`src/rtl/moore_sched_pkg.sv`:
```
// moore_sched_pkg
// Shared types and constants for the moore_stream_sched scheduler and its
// detector core.
//   sched_state_t : scheduler FSM states
//   det_state_t   : Moore detector states; S4 is the "pattern seen" state
//   PATTERN       : serial bit pattern searched for, first bit at [3]
package moore_sched_pkg;

  typedef enum logic [2:0] {IDLE, LOAD, SHIFT, DRAIN, DONE} sched_state_t;
  typedef enum logic [2:0] {S0, S1, S2, S3, S4} det_state_t;

  localparam logic [3:0] PATTERN = 4'b1011;

endpackage

```
`src/rtl/moore_det_core.sv`:
```
// moore_det_core
// Registered Moore detector for PATTERN with overlap. The hit output is a
// pure decode of the state register, so a match becomes visible the cycle
// after its last bit is fed.
// Ports:
//   clk    in  rising-edge clock
//   rst    in  synchronous active-high reset (state -> S0)
//   clr    in  synchronous clear to S0, wins over en
//   en     in  advance the FSM with bit_in this cycle
//   bit_in in  serial input bit
//   hit    out 1 while the state is S4
module moore_det_core
  import moore_sched_pkg::*;
(
  input  logic clk,
  input  logic rst,
  input  logic clr,
  input  logic en,
  input  logic bit_in,
  output logic hit
);

  det_state_t r_state;
  det_state_t w_nxt;

  // Fallback states keep the longest suffix that is still a pattern prefix.
  always_comb begin
    w_nxt = r_state;
    case (r_state)
      S0: w_nxt = (bit_in == PATTERN[3]) ? S1 : S0;
      S1: w_nxt = (bit_in == PATTERN[2]) ? S2 : S1;
      S2: w_nxt = (bit_in == PATTERN[1]) ? S3 : S0;
      S3: w_nxt = (bit_in == PATTERN[0]) ? S4 : S2;
      S4: w_nxt = bit_in ? S1 : S2;
      default: w_nxt = S0;
    endcase
  end

  always_ff @(posedge clk) begin
    if (rst || clr) r_state <= S0;
    else if (en)    r_state <= w_nxt;
  end

  assign hit = (r_state == S4);

endmodule

```
`src/rtl/moore_stream_sched.sv`:
```
// moore_stream_sched
// Round-robin scheduler that shares one Moore "1011" detector between NREQ
// requesters. A granted word is serialised MSB-first into the detector and
// the number of overlapping hits is returned with a one-cycle done pulse.
// Ports:
//   clk     in   rising-edge clock
//   rst     in   synchronous active-high reset
//   req     in   [NREQ]   request per channel
//   data    in   [NREQ*W] flat words, channel i at data[i*W +: W]
//   lock    in   [NREQ]   only when SCHED_LOCK_EN is defined: keep the
//                         channel that just finished if it still requests
//   gnt     out  [NREQ]   one-hot grant pulse (word captured that cycle)
//   busy    out           grant cycle through done cycle
//   done    out           one-cycle result strobe
//   done_id out  [IDW]    channel of the last finished word
//   hit_cnt out  [CW]     hits in the last finished word
// Optional feature macro: SCHED_LOCK_EN.
module moore_stream_sched
  import moore_sched_pkg::*;
#(
  parameter int NREQ = 4,
  parameter int W    = 8,
  localparam int IDW = $clog2(NREQ),
  localparam int CW  = $clog2(W + 1)
) (
  input  logic                 clk,
  input  logic                 rst,
  input  logic [NREQ-1:0]      req,
  input  logic [NREQ*W-1:0]    data,
`ifdef SCHED_LOCK_EN
  input  logic [NREQ-1:0]      lock,
`endif
  output logic [NREQ-1:0]      gnt,
  output logic                 busy,
  output logic                 done,
  output logic [IDW-1:0]       done_id,
  output logic [CW-1:0]        hit_cnt
);

  sched_state_t   r_state, w_nxt;
  logic [IDW-1:0] r_ptr;      // last granted channel
  logic [IDW-1:0] r_win;      // channel being served / about to be granted
  logic [W-1:0]   r_word;
  logic [CW-1:0]  r_bitcnt;
  logic [CW-1:0]  r_cnt;
  logic [IDW-1:0] r_done_id;
  logic [CW-1:0]  r_hit;

  logic [IDW-1:0] w_win, w_hi;
  logic           w_hi_found;
  logic           w_det_clr, w_det_en, w_det_hit;

  // Round-robin pick: lowest requester above r_ptr, else lowest overall.
  // The loop runs downward so the last assignment is the lowest index.
  always_comb begin
    w_hi       = '0;
    w_hi_found = 1'b0;
    w_win      = '0;
    for (int i = NREQ - 1; i >= 0; i--) begin
      if (req[i]) begin
        w_win = IDW'(i);
        if (i > int'(r_ptr)) begin
          w_hi       = IDW'(i);
          w_hi_found = 1'b1;
        end
      end
    end
    if (w_hi_found) w_win = w_hi;
  end

  // FSM next state and Moore outputs
  always_comb begin
    w_nxt     = r_state;
    gnt       = '0;
    busy      = 1'b1;
    done      = 1'b0;
    w_det_clr = 1'b0;
    w_det_en  = 1'b0;
    case (r_state)
      IDLE: begin
        busy = 1'b0;
        if (|req) w_nxt = LOAD;
      end
      LOAD: begin
        gnt[r_win] = 1'b1;
        w_det_clr  = 1'b1;
        w_nxt      = SHIFT;
      end
      SHIFT: begin
        w_det_en = 1'b1;
        if (r_bitcnt == CW'(W - 1)) w_nxt = DRAIN;
      end
      DRAIN: w_nxt = DONE;
      DONE: begin
        done  = 1'b1;
        w_nxt = IDLE;
`ifdef SCHED_LOCK_EN
        if (req[r_done_id] && lock[r_done_id]) w_nxt = LOAD;
`endif
      end
      default: w_nxt = IDLE;
    endcase
  end

  always_ff @(posedge clk) begin
    if (rst) r_state <= IDLE;
    else     r_state <= w_nxt;
  end

  always_ff @(posedge clk) begin
    if (rst) begin
      r_ptr     <= IDW'(NREQ - 1);
      r_win     <= '0;
      r_word    <= '0;
      r_bitcnt  <= '0;
      r_cnt     <= '0;
      r_done_id <= '0;
      r_hit     <= '0;
    end else begin
      case (r_state)
        IDLE: r_win <= w_win;
        LOAD: begin
          r_word   <= data[int'(r_win)*W +: W];
          r_bitcnt <= '0;
          r_cnt    <= '0;
          r_ptr    <= r_win;
        end
        SHIFT: begin
          r_word   <= r_word << 1;
          r_bitcnt <= r_bitcnt + 1'b1;
          // The first SHIFT cycle sees the cleared S0, so counting here
          // covers exactly the hits produced by this word.
          if (w_det_hit) r_cnt <= r_cnt + 1'b1;
        end
        DRAIN: begin
          // The last bit's match only shows up now; fold it in directly so
          // the result is valid in the DONE cycle itself.
          r_done_id <= r_win;
          r_hit     <= r_cnt + {{(CW-1){1'b0}}, w_det_hit};
        end
        DONE: r_win <= r_done_id;  // used only when the lock path re-grants
        default: ;
      endcase
    end
  end

  moore_det_core u_det (
    .clk    (clk),
    .rst    (rst),
    .clr    (w_det_clr),
    .en     (w_det_en),
    .bit_in (r_word[W-1]),
    .hit    (w_det_hit)
  );

  assign done_id = r_done_id;
  assign hit_cnt = r_hit;

endmodule
```
`config.mk`:
```
export PLATFORM = sky130hd
export DESIGN_NAME = moore_stream_sched
export DESIGN_NICKNAME = d
export VERILOG_FILES = /design/src/rtl/moore_sched_pkg.sv /design/src/rtl/moore_det_core.sv /design/src/rtl/moore_stream_sched.sv
export SDC_FILE = /design/constraint.sdc
export NUM_CORES = 1
export LEC_CHECK = 0
export CAP_MARGIN = 30
export CORE_ASPECT_RATIO = 1.1
export CORE_MARGIN = 2
export CORE_UTILIZATION = 47
export CTS_CLUSTER_SIZE = 30
export DETAILED_ROUTE_END_ITERATION = 10
export MAX_ROUTING_LAYER = met4
export PLACE_DENSITY_LB_ADDON = 0.25
export SLEW_MARGIN = 15
export SYNTH_ARGS = -nofsm -noshare
export SYNTH_HDL_FRONTEND = slang
export SYNTH_SLANG_ARGS = --single-unit
```
`constraint.sdc`:
```
create_clock -name clk -period 1.7 [get_ports clk]
set_input_delay 0.17 -clock clk [delete_from_list [all_inputs] [get_ports clk]]
set_output_delay 0.17 -clock clk [all_outputs]
set_load 0.05 [all_outputs]
```
==> results.json <==
{
  "path_max_fanout": 7,
  "cap_viol_max_count": 0,
  "rsz0062_at_grt": "false",
  "first_global_vias": 1541,
  "grt_max_degree": 13,
  "clockBufferDepth": 2,
  "clk_pin_slew_worst_paths_ps": 60,
  "fill_cells": 293,
  "p_per_area_nw_per_um2": 809,
  "swShare_pct": 29.8,
  "yosys.area.top_type": "dfxtp_1",
  "setup_violations": 0,
  "synth_cell_types": 37,
  "n_antenna_cell": 0,
  "grt_util_all_layers_pct": 21.7,
  "synth.avg_cell_area_um2": 9.14,
  "die_h_um": 67.6,
  "syn_area_um2": 1730,
  "start_util_pct": 48.0,
  "ys_async_sr_fraction_pct": 0,
  "synth_top_area_share_pct": 37.1,
  "root_buffer": "clkbuf_8",
  "synth_ff_type": "dfxtp_1",
  "p_int_uw": 1420,
  "gp_congestion": 0.873,
  "postSynthRegisterBits": 32,
  "clkPwrFrac_pct": 26.2,
  "numClockSinks": 32,
  "die_x_um": 61.8,
  "stdcell_count": 298,
  "start_kind": "flip-flop",
  "critPathKind": "reg -> out",
  "worstMarginPinSlew_ps": 493,
  "cts_made_buffers": 5,
  "finalHoldViolCount": 0,
  "critPathCaptureType": "output port",
  "antenna_found_initial": 0,
  "status": "completed",
  "worstPathArrival_ps": 1470,
  "io_pins": 50,
  "drive_gt1_share_pct": 20.6,
  "period_needed_ps": 1640,
  "synth_cells": 189,
  "combPwrFrac_pct": 30.8,
  "post-route-period-util_pct": 96.5,
  "die_area_um2": 4180,
  "synth_edf_count": 0,
  "route.detailed.drc": 0,
  "relSlewSlack_pct": 67.0,
  "cp.required_ps": 1530,
  "htree_levels": 2,
  "power.switching_uw": 602,
  "firstDrtPassIters": 4,
  "fmax_mhz": 610,
  "p_seq_share_pct": 43.0,
  "seq_area_frac_synth_pct": 37.1,
  "num_vias": 1622,
  "synth_area_leaders": "dfxtp_1 37%, mux4_2 10%, nor2_1 5.6%, a21oi_1 4.9%, nand2_1 4.3%",
  "grt_overflow": 0,
  "synth_common_cells": "32 x dfxtp_1, 26 x nor2_1, 20 x nand2_1",
  "fin_nets": 290,
  "hp-class": "reg -> reg",
  "cts_tree": "done",
  "drt_iter0_markers": 76,
  "dp_cells": 288,
  "post-route-util_pct": 69.3,
  "postRouteAntennaNets": 0,
  "synth_most_common_cell": "dfxtp_1",
  "grt_pass1_wl_um": 6600,
  "p_leak_uw": 0.000983,
  "finalClockSkew_ps": 6.37,
  "portBuffers": 49,
  "dp_hpwl_um": 3100,
  "drt-total-wl_um": 4000,
  "peakVddDrop_mv": 0.428,
  "final_max_slew_viol_count": 0,
  "cp_slowest_cell": "or3b_4",
  "worstPathCellList": "or3b_4 -> nor3b_4 -> buf_12",
  "yosys_warnings": 0,
  "hold_slack_ps": 489,
  "cp_slowest_stage_delay_ps": 430,
  "core_um2": 3600,
  "wl_per_cell_um": 13.4,
  "synth_nets": 231,
  "num_rows": 23,
  "area_delta_synth_final_pct": 44.3,
  "clkLatencyLatePin_ps": 280,
  "drt-vias-per-instance": 5.44
}
-- critical path, delay by kind of cell (launching register included) --
| kind | cells | cell delay [ps] |
|---|---|---|
| buf+inv | 1 | 160 |
| flops | 1 | 370 |
| simple gates | 2 | 660 |
-- per-layer routing --
metal  track usage (%)  vias up  share of wire (%)
met5                 -        -                  0
met4              8.78        0                1.7
met3              5.17        9                4.2
met2              32.6       46                 50
met1              27.8      769                 44
li1                  -      798                  -
-- per-stage QoR --
stage | worst slack, ps | power [uW] | area [um^2] | TNS [ps]
2_1_floorplan | -62.5 | 1250 | 1750 | -107
3_3_place_gp | 175 | 1480 | 2380 | 0
3_5_place_dp | 67.7 | 1480 | 2380 | 0
4_1_cts | 8.98 | 2030 | 2490 | 0
5_1_grt | 0.140 | 2120 | 2490 | 0
6_report | 59.7 | 2020 | 2490 | 0
-- power by group through the flow --
stage	sequential, uW	combinational [uW]	clock (uW)
floorplan	853	399	0
global placement	880	598	0
detailed placement	881	603	0
CTS	865	624	546
global route	876	675	570
finish	867	621	529
-- cell type report --
cell class	count	area (um^2)	area share [%]
clock inverter	1	5.00	0.201
timing repair buffer	67	671	26.9
multi-input combinational	139	1020	41.0
inverter	3	11.3	0.452
tap	50	62.6	2.51
sequential	32	649	26.0
clock buffer	6	72.6	2.91
-- cells in the final DEF (no fill, tap or decap), types with 2 or more instances in the layout --
cell type / n
xnor2_1: 2
clkbuf_8: 5
a22oi_1: 8
nor3b_1: 2
xor2_1: 2
clkdlybuf4s50_1: 42
ha_1: 4
nand2b_1: 2
nor3_1: 2
nand2_1: 20
o21ai_0: 5
mux2i_1: 7
o221ai_1: 2
nor2_1: 25
o21bai_1: 2
a31oi_1: 2
nand3_1: 6
nor3b_4: 2
dfxtp_1: 29
mux4_2: 8
nor3b_2: 2
nand3b_1: 3
buf_4: 20
inv_1: 3
buf_12: 5
dfxtp_4: 2
and3_1: 3
a21oi_1: 17
-- worst paths after layout --
kind | start | endpoint | slack [ps] | depth (start not counted)
worst max register to register | r_state[0] | u_det.r_state[1] | 80 | 5
worst max-delay path | r_state[0] | gnt[1] | 60 | 3
worst min-delay path | r_word[0] | r_word[0] | 490 | 2
worst min register to register | r_word[0] | r_word[0] | 490 | 2
-- kinds of logic after synthesis --
kind of cell	after synthesis	share of synthesized area [%]
buf+inv	18	5.65
xor+xnor	4	2.03
mux	16	15.1
simple gates	77	23.8
compound gates	38	13.4
flops	32	37.1
fa+ha+maj	4	2.90
-- flip-flops by register name (all words and copies together), names as in the netlist --
register       flops
r_word             8
r_cnt              4
r_win              2
r_state            3
r_ptr              2
hit_cnt            4
r_bitcnt           4
u_det.r_state      3
done_id            2
-- repair_timing --
action | in CTS | in global routing
gates resized for setup | 5 | 2
hold buffers | 0 | 0
gates cloned | 0 | 0
pin swaps | 2 | 2
endpoints found under the setup margin | 4 | 3
buffers inserted | 3 | 0
Note: power is estimated with default switching activity, not from simulation.
